$ cat src/rtl/uart_rx_param.sv
// Parametrised UART receiver: synchroniser, majority-vote bit sampling, configurable
// frame format with parity/framing flags, and a first-word-fall-through output FIFO.
module uart_rx_param #(
    parameter int unsigned CLK_FREQ   = 50000000,
    parameter int unsigned UART_BPS   = 9600,
    parameter int unsigned DATA_BITS  = 8,
    parameter int unsigned PARITY     = 0,
    parameter int unsigned STOP_BITS  = 1,
    parameter int unsigned FIFO_DEPTH = 4
) (
    input  logic                 I_clk,
    input  logic                 I_rst,
    input  logic                 uart_rxd,
    output logic [DATA_BITS-1:0] rx_data,
    output logic                 rx_parity_err,
    output logic                 rx_frame_err,
    output logic                 rx_valid,
    input  logic                 rx_ready,
    output logic                 rx_overrun,
    output logic                 rx_busy
);

    localparam int unsigned BPS_CNT = CLK_FREQ / UART_BPS;
    localparam int unsigned MID     = BPS_CNT / 2;
    localparam int unsigned CNT_W   = $clog2(BPS_CNT);
    localparam int unsigned AW      = $clog2(FIFO_DEPTH);
    localparam int unsigned EW      = DATA_BITS + 2;
    localparam logic        STOP_LAST = (STOP_BITS == 2);

    typedef enum logic [2:0] {
        StIdle,
        StStart,
        StData,
        StParity,
        StStop
    } state_e;

    // Synchroniser and edge-detect history, all held at the idle (high) level on reset.
    logic rxd_meta_q, rxd_sync_q, rxd_prev_q;

    always_ff @(posedge I_clk) begin
        if (I_rst) begin
            rxd_meta_q <= 1'b1;
            rxd_sync_q <= 1'b1;
            rxd_prev_q <= 1'b1;
        end else begin
            rxd_meta_q <= uart_rxd;
            rxd_sync_q <= rxd_meta_q;
            rxd_prev_q <= rxd_sync_q;
        end
    end

    state_e               state_q;
    logic [CNT_W-1:0]     cnt_q;
    logic [3:0]           bit_q;
    logic                 stop_q;
    logic                 samp_a_q, samp_b_q;
    logic [DATA_BITS-1:0] shift_q;
    logic                 par_err_q;
    logic                 frame_err_q;

    logic          at_mid_m1, at_mid, at_dec, cnt_last;
    logic          vote;
    logic          frame_done;
    logic [EW-1:0] push_entry;

    always_comb begin
        at_mid_m1  = (cnt_q == CNT_W'(MID - 1));
        at_mid     = (cnt_q == CNT_W'(MID));
        at_dec     = (cnt_q == CNT_W'(MID + 1));
        cnt_last   = (cnt_q == CNT_W'(BPS_CNT - 1));
        // Third sample is the live synced line at the decision point.
        vote       = (samp_a_q & samp_b_q) | (samp_a_q & rxd_sync_q) | (samp_b_q & rxd_sync_q);
        frame_done = (state_q == StStop) && at_dec && (stop_q == STOP_LAST);
        push_entry = {shift_q, par_err_q, frame_err_q | ~vote};
    end

    always_ff @(posedge I_clk) begin
        if (I_rst) begin
            state_q     <= StIdle;
            cnt_q       <= '0;
            bit_q       <= '0;
            stop_q      <= 1'b0;
            samp_a_q    <= 1'b1;
            samp_b_q    <= 1'b1;
            shift_q     <= '0;
            par_err_q   <= 1'b0;
            frame_err_q <= 1'b0;
        end else begin
            if (state_q != StIdle) begin
                cnt_q <= cnt_last ? '0 : cnt_q + 1'b1;
                if (at_mid_m1) begin
                    samp_a_q <= rxd_sync_q;
                end
                if (at_mid) begin
                    samp_b_q <= rxd_sync_q;
                end
            end
            unique case (state_q)
                StIdle: begin
                    cnt_q <= '0;
                    if (rxd_prev_q && !rxd_sync_q) begin
                        state_q     <= StStart;
                        bit_q       <= '0;
                        stop_q      <= 1'b0;
                        par_err_q   <= 1'b0;
                        frame_err_q <= 1'b0;
                    end
                end
                StStart: begin
                    if (at_dec) begin
                        state_q <= vote ? StIdle : StData;
                    end
                end
                StData: begin
                    if (at_dec) begin
                        shift_q <= {vote, shift_q[DATA_BITS-1:1]};
                        if (bit_q == 4'(DATA_BITS - 1)) begin
                            bit_q   <= '0;
                            state_q <= (PARITY != 0) ? StParity : StStop;
                        end else begin
                            bit_q <= bit_q + 1'b1;
                        end
                    end
                end
                StParity: begin
                    if (at_dec) begin
                        par_err_q <= ((^shift_q) ^ vote) != (PARITY == 1);
                        state_q   <= StStop;
                    end
                end
                StStop: begin
                    if (at_dec) begin
                        frame_err_q <= frame_err_q | ~vote;
                        // Leave at mid-stop so a start edge late in the stop bit is caught.
                        if (stop_q == STOP_LAST) begin
                            state_q <= StIdle;
                        end else begin
                            stop_q <= 1'b1;
                        end
                    end
                end
                default: state_q <= StIdle;
            endcase
        end
    end

    // Output FIFO; pointers carry one extra wrap bit to tell full from empty.
    logic [EW-1:0] mem_q [FIFO_DEPTH];
    logic [AW:0]   wr_ptr_q, rd_ptr_q;
    logic          overrun_q;
    logic          empty, full, pop, push_ok;
    logic [EW-1:0] head;

    always_comb begin
        empty   = (wr_ptr_q == rd_ptr_q);
        full    = (wr_ptr_q[AW] != rd_ptr_q[AW]) && (wr_ptr_q[AW-1:0] == rd_ptr_q[AW-1:0]);
        pop     = !empty && rx_ready;
        push_ok = frame_done && (!full || pop);
        head    = mem_q[rd_ptr_q[AW-1:0]];
    end

    always_ff @(posedge I_clk) begin
        if (push_ok) begin
            mem_q[wr_ptr_q[AW-1:0]] <= push_entry;
        end
    end

    always_ff @(posedge I_clk) begin
        if (I_rst) begin
            wr_ptr_q  <= '0;
            rd_ptr_q  <= '0;
            overrun_q <= 1'b0;
        end else begin
            wr_ptr_q  <= wr_ptr_q + {{AW{1'b0}}, push_ok};
            rd_ptr_q  <= rd_ptr_q + {{AW{1'b0}}, pop};
            overrun_q <= frame_done && full && !pop;
        end
    end

    always_comb begin
        rx_valid   = !empty;
        rx_overrun = overrun_q;
        rx_busy    = (state_q != StIdle);
        if (empty) begin
            {rx_data, rx_parity_err, rx_frame_err} = '0;
        end else begin
            {rx_data, rx_parity_err, rx_frame_err} = head;
        end
    end

endmodule

$ cat config.mk
export PLATFORM = sky130hd
export DESIGN_NAME = uart_rx_param
export DESIGN_NICKNAME = d
export VERILOG_FILES = /design/src/rtl/uart_rx_param.sv
export SDC_FILE = /design/constraint.sdc
export NUM_CORES = 1
export LEC_CHECK = 0
export ABC_AREA = 1
export CORE_UTILIZATION = 48
export CTS_BUF_LIST = sky130_fd_sc_hd__clkbuf_2
export CTS_CLUSTER_DIAMETER = 50
export DETAILED_ROUTE_END_ITERATION = 10
export PLACE_DENSITY = 0.71
export SYNTH_ARGS = -nofsm -noshare
export SYNTH_HDL_FRONTEND = slang
export SYNTH_SLANG_ARGS = --single-unit
$ cat constraint.sdc
create_clock -name I_clk -period 2.7 [get_ports I_clk]
set_input_delay 0.81 -clock I_clk [delete_from_list [all_inputs] [get_ports I_clk]]
set_output_delay 0.81 -clock I_clk [all_outputs]
set_load 0.01 [all_outputs]
=== Word level (Yosys, flattened, before mapping) ===
Memories as Yosys holds them, arrays and structs flattened. A register that Yosys moved wholly into a read port is not among the register bits.
Cells that the tools add are included.

* Flip-flop bits (word level): 43
* Bits of input ports: 4
* Logic and storage cells: 103
* Bits in writable memories: 40
* Output and inout port bits: 13
* Memories kept: 1

{| class="wikitable"
|+ Memories
! name !! words !! width !! read ports !! clocked after memory_dff !! wr ports !! RTL line !! text
|-
| mem_q || 4 || 10 || 1 || 1 || 1 || 149 || <nowiki>logic [EW-1:0] mem_q [FIFO_DEPTH];</nowiki>
|}

* Bitwise logic cells: 9
* Add/sub/neg operators: 4
* Multiplexer cells: 28
* Equality and inequality tests: 19
* Reduce and logical (&&, ||, !) cells: 27

{| class="wikitable"
|+ Operator list
! operator !! count
|-
| equality test 13 x 12 -> 1 bit (second input constant) || 3
|-
| 2-to-1 mux 3 bit || 7
|-
| case mux 3 bit (5 select lines) || 1
|-
| != test 2 bit (second input constant) || 7
|-
| adder 13 x 1 -> 13 bit (second input constant) || 1
|-
| equality test 13 bit (second input constant) || 1
|-
| 2-to-1 mux 13 bit || 1
|-
| 2-to-1 mux 4 bit || 3
|-
| 2-to-1 mux 1 bit || 9
|-
| AND reduction 3 bit || 3
|-
| logical AND 1 bit || 8
|-
| 2-to-1 mux 8 bit || 1
|-
| case mux 4 bit (2 select lines) || 1
|-
| parity 8 bit || 1
|-
| AND reduction 7 bit || 1
|-
| adder 3 x 1 -> 3 bit || 2
|-
| equality test 3 x 2 -> 1 bit (second input constant) || 2
|-
| case mux 1 bit (2 select lines) || 3
|-
| AND reduction 2 bit || 3
|-
| nonzero test 2 bit || 3
|-
| adder 4 x 1 -> 4 bit (second input constant) || 1
|-
| equality test 4 x 3 -> 1 bit (second input constant) || 1
|-
| logical NOT 1 bit || 4
|-
| 2-to-1 mux 2 bit || 2
|-
| other kinds (13) || 18
|}

=== Logic depth before layout (Yosys ltp) ===
Gate-level depths: netlist of run 1.

* Depth in word-level cells: 7
* Gate-level depth with buffers: 12
* Depth with buffers taken out: 12

=== Worst setup path after synthesis of run 1 ===
Ideal clock, no wire load.

* Path kind: register -> register
* Start point: register cnt_q[0]
* End point: memory mem_q[2][0] (netlist bit), enable pin
* Slack: 0.671 ns
* Cell stages (with the launch flop): 10
* Setup time: 0.376 ns
* Arrival time: 1.652 ns
* Period minus slack after synthesis: 2.029 ns
* Data required time: 2.324 ns
* Buffers on the path: 0
* Cells stage by stage: dfxtp_1 ha_1 nand3_1 nor2_1 nand2_2 inv_4 nand2_2 nor2_2 nand2_1 nor2_1

* Word-level cells in the longest chain between the ends: 6

{| class="wikitable"
|+ Ends and longest elaborated chain
! element !! RTL line !! text
|-
| start: declaration || 54 || <nowiki>logic [CNT_W-1:0] cnt_q;</nowiki>
|-
| start signal: assignment || 91 || <nowiki>cnt_q <= cnt_last ? '0 : cnt_q + 1'b1;</nowiki>
|-
| equality test 13 x 12 -> 1 bit || 70 || <nowiki>at_dec = (cnt_q == CNT_W'(MID + 1));</nowiki>
|-
| logical AND 1 bit (2 in a row) || 74 || <nowiki>frame_done = (state_q == StStop) && at_dec && (stop_q == STOP_LAST);</nowiki>
|-
| logical AND 1 bit || 159 || <nowiki>push_ok = frame_done && (!full || pop);</nowiki>
|-
| 2-to-1 mux 1 bit || 164 || <nowiki>if (push_ok) begin</nowiki>
|-
| 2-to-1 mux 1 bit (implied by the code) || 165 || <nowiki>mem_q[wr_ptr_q[AW-1:0]] <= push_entry;</nowiki>
|-
| end: declaration || 149 ||
|}

No other way between the ends.

=== Worst setup path after layout of run 1 ===
* Start point: register wr_ptr_q[2]
* End point: output port rx_data[7]

* Word-level cells in the longest chain between the ends: 2

{| class="wikitable"
|+ Ends and longest elaborated chain
! element !! RTL line !! text
|-
| start: declaration || 150 || <nowiki>logic [AW:0] wr_ptr_q, rd_ptr_q;</nowiki>
|-
| start signal: assignment || 175 || <nowiki>wr_ptr_q <= wr_ptr_q + {{AW{1'b0}}, push_ok};</nowiki>
|-
| equality test 3 bit || 156 || <nowiki>empty = (wr_ptr_q == rd_ptr_q);</nowiki>
|-
| 2-to-1 mux 8 bit || 185 || <nowiki>if (empty) begin</nowiki>
|-
| end: declaration || 14 || <nowiki>output logic [DATA_BITS-1:0] rx_data,</nowiki>
|}

No other way between the ends.

==> impl_metrics.env, run 1 <==
export IMPL_drtPass1Iterations=4
export IMPL_cp_max_fo=10
export IMPL_io_pins=17
export IMPL_hold_slack_ns=0.4511
export IMPL_final_common_cell="nand2_1"
export IMPL_cts_root_buf="clkbuf_2"
export IMPL_p_leak_nw=1.785
export IMPL_syn_area_um2=3720
export IMPL_cts_reportedPaths_clkPinSlew_ns=0.25
export IMPL_cp_arrival_ns=1.77
export IMPL_post_route_util_pct=57.20
export IMPL_slew_headroom_pct=62.15
export IMPL_final_hold_viol_count=0
export IMPL_grt_pass1_vias=2622
export IMPL_nets=475
export IMPL_status="finished, final reports clean"
export IMPL_dp_hpwl_mm=4.804
export IMPL_avgSynthCellArea_um2=8.631
export IMPL_critPathCaptureType="output pin"
export IMPL_io_buffers=16
export IMPL_worst_setup_path_type="reg -> out"
export IMPL_ys_ff_latch=82
export IMPL_antenna_found_initial=0
export IMPL_groute_usage_overall_pct=18.56
export IMPL_fin_crit_sh_pct=95.56
export IMPL_hold_class="reg -> reg"
export IMPL_grt_pass1_wl_mm=12.00
export IMPL_synth_cells=431
export IMPL_num_rows=31
export IMPL_overflow=0
export IMPL_worstPathRequired_ns=1.89
export IMPL_final_cell_mix="nand2_1 (79), nor2_1 (70), inv_1 (48)"
export IMPL_skew_ns=0.03165
export IMPL_synthDominantCellAreaShare_pct=32.29
export IMPL_initial_utilization_pct=50.48
export IMPL_irDropWorstVdd_v=0.0004192
export IMPL_worstSkewPairLatency_ns=0.54
export IMPL_cts_sinks=82
export IMPL_clk_path_buf_depth=2
export IMPL_place_gp_congestion=0.8673
export IMPL_finalSetupViolCount=0
export IMPL_grt_max_degree=21
export IMPL_ant_nets=0
export IMPL_area_delta_synth_final_pct=13.32
export IMPL_yosys_warnings=0
export IMPL_synthTopCellsByArea="edfxtp_1 (32%), dfxtp_1 (23%), nand2_1 (8.0%)"
export IMPL_placeableCoreArea_um2=7370
export IMPL_cap_violations=0
export IMPL_drt_wl_total_mm=6.989
export IMPL_ys_seq_area_share_pct=54.89
export IMPL_drc_errors=0
export IMPL_cts_tree="done"
export IMPL_drt_initial_drc_count=160
export IMPL_antennaDiodeCount=0
export IMPL_period_needed_ns=2.580
export IMPL_max_freq_ghz=0.3876
export IMPL_die_area_um2=8105
export IMPL_rrSetupSlack_ns=0.62
export IMPL_post_drt_wl_per_cell_um=12.33
export IMPL_synth_cell_type_count=30
export IMPL_htree_levels=3
export IMPL_drive_above_1_share_pct=15.60
export IMPL_die_h_um=90.03
export IMPL_synthesis_nets=443
export IMPL_num_vias=2882
export IMPL_critPathLaunchType="flip-flop"
export IMPL_fp_dieW_um=90.03
export IMPL_numCtsBuffers=9
export IMPL_cellPowerDensity_nw_per_um2=603.4
export IMPL_worstMarginPinSlew_ns=0.5635
export IMPL_synth_top_area_cell="edfxtp_1"
export IMPL_hold_buffers=0
export IMPL_vias_per_cell=5.083
export IMPL_maxSlewViolCount=0
## through the flow
step	TNS (ns)	power, mW	worst slack, ns	std cells	instance area, um2
after floorplan	0	1.758	0.6715	431	3720
after global placement	0	1.866	0.2690	545	4035
after detailed placement	0	1.876	0.2014	545	4035
after CTS	0	2.567	0.0008042	569	4242
after global routing	-0.05921	2.713	-0.02132	567	4215
final	0	2.543	0.1200	567	4215
## state kept, by name (all words and copies together) (netlist names)
| name | flops |
|---|---|
| bit_q | 4 |
| cnt_q | 13 |
| frame_err_q | 1 |
| mem_q | 40 |
| par_err_q | 1 |
| rd_ptr_q | 3 |
| rx_overrun | 1 |
| rxd_meta_q | 1 |
| rxd_prev_q | 1 |
| rxd_sync_q | 1 |
| samp_a_q | 1 |
| samp_b_q | 1 |
| shift_q | 8 |
| state_q | 3 |
| wr_ptr_q | 3 |
## final cells by class
class,instances,area (um2)
inverters,53,201.4
flip-flops and latches,82,2053
fillers,662,3154
repair buffers,32,245.2
clock buffers,9,45.04
multi-input cells,285,1463
clock inverters,7,83.83
well taps,99,123.9
## Yosys cell counts
cell / instances
nand3_1: 26
edfxtp_1: 40
and3_1: 1
xor2_1: 2
o21ai_1: 2
nand4_1: 4
dfxtp_1: 42
nand2_2: 3
inv_1: 49
o21bai_1: 1
nor2_2: 3
or2_2: 3
nor2_1: 70
o21ai_0: 20
a21oi_1: 21
o32ai_1: 10
nor3_2: 2
ha_1: 8
buf_2: 2
inv_4: 1
xnor2_1: 7
nand2_1: 79
nor4_1: 4
inv_2: 3
a21oi_2: 3
nor4_2: 1
nor3_1: 12
nor3b_1: 1
o211ai_1: 2
clkbuf_1: 9
## what timing repair did
item	in CTS	in global routing
pin swaps	3	7
gates resized for setup	48	10
setup buffers	7	1
gates cloned	1	0
setup endpoints to repair	11	11
## layer usage
layer / up-vias / wire (um) / track usage (%)
met2: 47 / 3224 / 29.01
li1: 1500 / - / -
met5: - / 0 / 0
met1: 1325 / 3400 / 25.51
met3: 10 / 277 / 4.315
met4: 0 / 87 / 6.048
## report_power, final
group	internal (mW)	switching (mW)	leakage [nW]
combinational	0.154	0.320	0.948
clock	0.232	0.458	0.0754
sequential	1.33	0.0453	0.762
total	1.72	0.823	1.78
## worst paths after layout
check	start	to	depth (start not counted)
min	rxd_meta_q	rxd_sync_q	1
min reg2reg	rxd_meta_q	rxd_sync_q	1
max	wr_ptr_q[2]	rx_data[7]	7
max reg2reg	cnt_q[8]	mem_q[3][8]	10
## worst max-delay path: stages, from the launching register on
cell     delay [ns]
dfxtp_2        0.40
xnor2_2        0.20
nand3_1        0.11
buf_6          0.16
buf_4          0.13
nand2_1        0.06
inv_1          0.03
buf_2          0.12
## cells by family (layout without fill, tap and decap cells)
logic type	count (synthesis)	count (layout)	share of synthesized area (%)
and+or+nand+nor	209	209	24.25
xor gates and xnor gates	9	9	2.119
adders and majority gates	8	8	2.691
DFF	82	82	54.89
AOI/OAI and AO/OA	59	59	9.452
buffers and inverters	64	101	6.593
Note: power is estimated with default switching activity, not from simulation.
==> run 2: changes to the inputs <==
PLACE_DENSITY = 0.73   (was 0.71)
TNS_END_PERCENT = 30   (was unset)
clock period = 2.22 ns   (was 2.7 ns; I/O delays follow)
==> run 2 against run 1 <==
- the run now ends with negative setup slack left
- final cell count increased by 4.4%
- count of clock-buffer cells in the layout unchanged
- via count increased by 5.4%
- combinational power increased by 33%
- sequential power increased by 20%
- critical path depth increased by 1
- clock skew decreased by 0.011 ns
- core utilization increased by 4.4 points
- register-to-register slack got worse by 0.37 ns
- total power increased by 18%
- flip-flop and latch count unchanged
- critical endpoint is now rx_data[5]
- largest cell class unchanged
==> impl_metrics.env, run 2 (synthesis gave the netlist of run 1 again) <==
export IMPL_status="complete, but fails checks"
export IMPL_violations="negative setup slack"
export IMPL_p_int_mw=1.997
export IMPL_place_inst=569
export IMPL_cts_reportedPaths_clkPinSlew_ns=0.23
export IMPL_die_h_um=90.03
export IMPL_finalSetupTns_ns=-1.470
export IMPL_hp_start="rxd_meta_q"
export IMPL_post_route_util_pct=61.65
export IMPL_setup_slack_ns=-0.1909
export IMPL_grt_max_degree=22
export IMPL_r2r_start="cnt_q[1]"
export IMPL_switchingPower_mw=1.009
export IMPL_skew_ns=0.02040
export IMPL_path_common_cell="buf_6"
export IMPL_p_clk_share_pct=23.8
export IMPL_grt_setup_unrepaired="true"
export IMPL_cp_arrival_ns=1.74
export IMPL_worstMarginPinSlew_ns=0.5237
export IMPL_cellPowerDensity_nw_per_um2=661.6
export IMPL_seqPwrFrac_pct=55.2
export IMPL_overflow=0
export IMPL_area_delta_synth_final_pct=22.13
export IMPL_cp_max_fo=5
export IMPL_num_vias=3037
export IMPL_antenna_found_initial=0
export IMPL_place_ws_ns=-0.2489
export IMPL_post_drt_wl_per_cell_um=12.80
export IMPL_period_needed_ns=2.411
export IMPL_drt_wl_total_mm=7.579
export IMPL_grt_pass1_vias=2903
export IMPL_worstSkewPairLatency_ns=0.50
export IMPL_ant_nets=0
export IMPL_vias_per_cell=5.130
export IMPL_slew_headroom_pct=65.05
export IMPL_path_cells="inv_4 > buf_6 > buf_6 > nor2_2 > o32ai_2 > nand2_1 > inv_1 > buf_2"
export IMPL_groute_usage_overall_pct=19.55
export IMPL_layout_cells_non_filler=592
export IMPL_crit_family="buffers and inverters"
export IMPL_swShare_pct=33.57
export IMPL_initial_utilization_pct=50.48
export IMPL_hold_slack_ns=0.4455
export IMPL_io_pins=17
export IMPL_drt_initial_drc_count=122
export IMPL_final_cell_mix="nand2_1 (76), nor2_1 (63), inv_1 (46)"
export IMPL_hold_class="reg -> reg"
export IMPL_p_leak_nw=1.950
export IMPL_clk_path_buf_depth=2
export IMPL_fin_area_um2=4543
export IMPL_worstPathRequired_ns=1.55
export IMPL_cp_startpoint="rd_ptr_q[0]"
export IMPL_maxSlewViolCount=0
export IMPL_irDropWorstVdd_v=0.0003439
export IMPL_nets=500
export IMPL_numCtsBuffers=9
export IMPL_final_hold_viol_count=0
export IMPL_power_total_mw=3.006
export IMPL_fin_crit_sh_pct=108.6
export IMPL_max_freq_ghz=0.4148
export IMPL_drtPass1Iterations=4
export IMPL_drc_errors=0
export IMPL_worst_setup_path_type="reg -> out"
export IMPL_num_rows=31
export IMPL_placeableCoreArea_um2=7370
export IMPL_critPathCaptureType="output pin"
export IMPL_cap_violations=0
export IMPL_place_gp_congestion=0.8017
export IMPL_cts_tree="done"
export IMPL_final_common_cell="nand2_1"
export IMPL_critPathSlowestCell="dfxtp_4"
export IMPL_die_area_um2=8105
export IMPL_cp_buffers_inverters=5
export IMPL_p_comb_share_pct=21.0
export IMPL_cts_sinks=82
export IMPL_critPathLaunchType="flip-flop"
export IMPL_io_buffers=16
export IMPL_drive_above_1_share_pct=23.73
export IMPL_fp_dieW_um=90.03
export IMPL_postPlaceCellArea_um2=4228
export IMPL_cts_root_buf="clkbuf_2"
export IMPL_max_stage_delay_ns=0.42
export IMPL_antennaDiodeCount=0
export IMPL_largest_reg_flops=40
export IMPL_dp_hpwl_mm=5.215
export IMPL_grt_pass1_wl_mm=12.69
export IMPL_htree_levels=3
export IMPL_finalSetupViolCount=12
-- run 2: changes by cell type in the layout (fill, tap and decap cells not counted), moves of 3 or more --
cell      change
buf_4        +19
buf_6         +8
clkbuf_2      -3
dfxtp_1       +3
dfxtp_2       -3
nand2_1       -3
nand2_2       +3
nor2_1        -7
nor2_2        +5
o21ai_0       -9
o21ai_1       +8
o32ai_1       -7
o32ai_2       +6
-- run 2: repair_timing --
| action | 4_1_cts | 5_1_grt |
|---|---|---|
| pin swaps | 14 | 10 |
| hold buffers | 0 | 0 |
| setup endpoints to repair | 12 | 22 |
| setup buffers | 5 | 0 |
| gates cloned | 2 | 0 |
| resized for setup | 83 | 22 |
-- run 2: metal layers --
metal  track usage [%]  up-vias  wire [um]
li1                  -     1549          -
met2             35.31       54       3946
met4             7.796        0         79
met1             23.24     1427       3329
met3             2.876        7        223
met5                 0        -          0
-- run 2: power groups by stage --
stage / Sequential, mW / Clock (mW) / Combinational [mW]
4_1_cts: 1.66 / 0.737 / 0.627
2_1_floorplan: 1.70 / 0 / 0.442
6_report: 1.66 / 0.715 / 0.632
3_5_place_dp: 1.69 / 0 / 0.634
5_1_grt: 1.66 / 0.798 / 0.715
3_3_place_gp: 1.69 / 0 / 0.618
-- run 2: path summary, 6_finish.rpt --
check | slack [ns] | cells past startpoint | end
max reg2reg | 0.25 | 10 | mem_q[2][1]
max | -0.19 | 8 | rx_data[5]
min reg2reg | 0.45 | 1 | rxd_sync_q
min | 0.45 | 1 | rxd_sync_q
-- run 2: cell type report --
cell class	count	area, um2
Fill cell	618	2826
Sequential cell	82	2049
Multi-Input combinational cell	285	1582
Timing Repair Buffer	57	478.0
Inverter	53	203.9
Tap cell	99	123.9
Clock inverter	7	61.31
Clock buffer	9	45.04
==> run 3: changes to the inputs <==
PLACE_DENSITY = 0.71   (was 0.73)
clock period = 2.45 ns   (was 2.22 ns; I/O delays follow)
==> run 3 against run 2 <==
- the flow still finishes with violations (negative setup slack)
- sequential power shrank 8%
- critical endpoint is now rx_parity_err
- total power shrank 3.1%
- global-route usage grew 0.54 points
- core utilization is 0.63 points higher
- die area did not move
- register-to-register slack improved by 0.07 ns
- final cell count fell by 3.2%
- worst hold slack worse by 0.0013 ns
==> impl_metrics.env, run 3 (synthesis gave the netlist of run 1 again) <==
export IMPL_area_delta_synth_final_pct=23.38
export IMPL_fin_area_um2=4589
export IMPL_hold_class="reg -> reg"
export IMPL_cp_arrival_ns=1.74
export IMPL_post_drt_wl_per_cell_um=14.33
export IMPL_cts_sinks=82
export IMPL_violations="negative setup slack"
export IMPL_fp_dieW_um=90.03
export IMPL_p_comb_share_pct=17.8
export IMPL_cellPowerDensity_nw_per_um2=634.7
export IMPL_hold_slack_ns=0.4442
export IMPL_setup_slack_ns=-0.02283
export IMPL_num_vias=3070
export IMPL_drt_initial_drc_count=168
export IMPL_p_int_mw=1.997
export IMPL_die_h_um=90.03
export IMPL_p_clk_share_pct=29.7
export IMPL_swShare_pct=31.46
export IMPL_grt_pass1_vias=2857
export IMPL_io_pins=17
export IMPL_largest_reg_flops=40
export IMPL_maxSlewViolCount=0
export IMPL_antenna_found_initial=0
export IMPL_final_common_cell="nand2_1"
export IMPL_cap_violations=0
export IMPL_finalSetupViolCount=6
export IMPL_numCtsBuffers=9
export IMPL_period_needed_ns=2.473
export IMPL_switchingPower_mw=0.9164
export IMPL_irDropWorstVdd_v=0.0005631
export IMPL_p_leak_nw=1.920
export IMPL_skew_ns=0.03673
export IMPL_place_gp_congestion=0.8107
export IMPL_die_area_um2=8105
export IMPL_fill_cells=593
export IMPL_critPathCaptureType="output pin"
export IMPL_cts_root_buf="clkbuf_2"
export IMPL_place_ws_ns=0.07752
export IMPL_postPlaceCellArea_um2=4055
export IMPL_dp_hpwl_mm=4.914
export IMPL_vias_per_cell=5.358
export IMPL_fin_crit_sh_pct=100.9
export IMPL_power_total_mw=2.913
export IMPL_nets=481
export IMPL_grt_pass1_wl_mm=13.02
export IMPL_worstMarginPinSlew_ns=0.4499
export IMPL_overflow=0
export IMPL_clk_path_buf_depth=2
export IMPL_final_hold_viol_count=0
export IMPL_drtPass1Iterations=4
export IMPL_drc_errors=0
export IMPL_cts_tree="done"
export IMPL_max_freq_ghz=0.4044
export IMPL_cts_reportedPaths_clkPinSlew_ns=0.21
export IMPL_slew_headroom_pct=69.69
export IMPL_htree_levels=3
export IMPL_placeableCoreArea_um2=7370
export IMPL_status="complete, but fails checks"
export IMPL_grt_max_degree=21
export IMPL_grt_setup_unrepaired="true"
export IMPL_drive_above_1_share_pct=22.15
export IMPL_groute_usage_overall_pct=20.09
export IMPL_worstPathRequired_ns=1.71
export IMPL_final_cell_mix="nand2_1 (79), nor2_1 (66), inv_1 (48)"
export IMPL_num_rows=31
export IMPL_io_buffers=16
export IMPL_seqPwrFrac_pct=52.5
export IMPL_worst_setup_path_type="reg -> out"
export IMPL_ant_nets=0
export IMPL_worstSkewPairLatency_ns=0.54
export IMPL_critPathLaunchType="flip-flop"
export IMPL_cp_max_fo=4
export IMPL_drt_wl_total_mm=8.211
export IMPL_initial_utilization_pct=50.48
export IMPL_antennaDiodeCount=0
export IMPL_post_route_util_pct=62.28
run 3: changes by cell type in the layout (fill, tap and decap cells not counted), moves of 4 or more:
cell     before  now
buf_4        29    9
dfxtp_1      38   33
o21ai_4       0    4
o21ai_2       1    6
buf_6        13    5
o21ai_1      10    2
run 3: power groups by stage:
| stage | logic, mW | registers (mW) | clock network (mW) |
|---|---|---|---|
| after floorplan | 0.400 | 1.54 | 0 |
| after global placement | 0.513 | 1.55 | 0 |
| after detailed placement | 0.524 | 1.55 | 0 |
| after CTS | 0.518 | 1.53 | 0.878 |
| after global routing | 0.595 | 1.54 | 0.931 |
| final | 0.519 | 1.53 | 0.864 |
run 3: final timing paths:
kind,startpoint,end,slack (ns),depth (start not counted)
worst max-delay path,rd_ptr_q[0],rx_parity_err,-0.02,7
worst min-delay path,rxd_meta_q,rxd_sync_q,0.44,1
worst max register to register,cnt_q[12],mem_q[3][0],0.32,10
worst min register to register,rxd_meta_q,rxd_sync_q,0.44,1
run 3: critical path: stages, from the launching register on:
cell and delay, ns:
dfxtp_4 0.44, buf_12 0.14, clkbuf_16 0.14, nor2_1 0.06, o32ai_2 0.19, nand2_1 0.09, inv_1 0.06, buf_2 0.12
run 3: stage by stage:
step	cells	setup TNS, ns
after detailed placement	546	0
after global placement	546	0
after floorplan	431	0
after global routing	573	-0.9451
after CTS	567	-0.1281
final	573	-0.08949
run 3: routing by layer:
metal  wire (um)  up-vias  global-route usage [%]  part of all wire [%]
li1            -     1517                       -                     -
met1        3723     1480                   25.52                    45
met2        4083       60                   33.84                    50
met3         274       13                   3.130                   3.3
met4         130        0                   8.871                   1.6
met5           0        -                       0                     0
run 3: area by class of cell:
| cell class | instances | area, um2 | area share (%) |
|---|---|---|---|
| multi-input cells | 285 | 1644 | 35.82 |
| clock buffers | 9 | 45.04 | 0.9815 |
| flip-flops and latches | 82 | 2061 | 44.90 |
| repair buffers | 38 | 405.4 | 8.833 |
| inverters | 53 | 203.9 | 4.444 |
| clock inverters | 7 | 106.4 | 2.317 |
| well taps | 99 | 123.9 | 2.699 |
run 3: timing repair:
item	CTS	global route
endpoints found under the setup margin	12	10
pin swaps	16	11
setup buffers	3	2
hold buffers	0	0
gates resized for setup	98	17
cloned	2	4
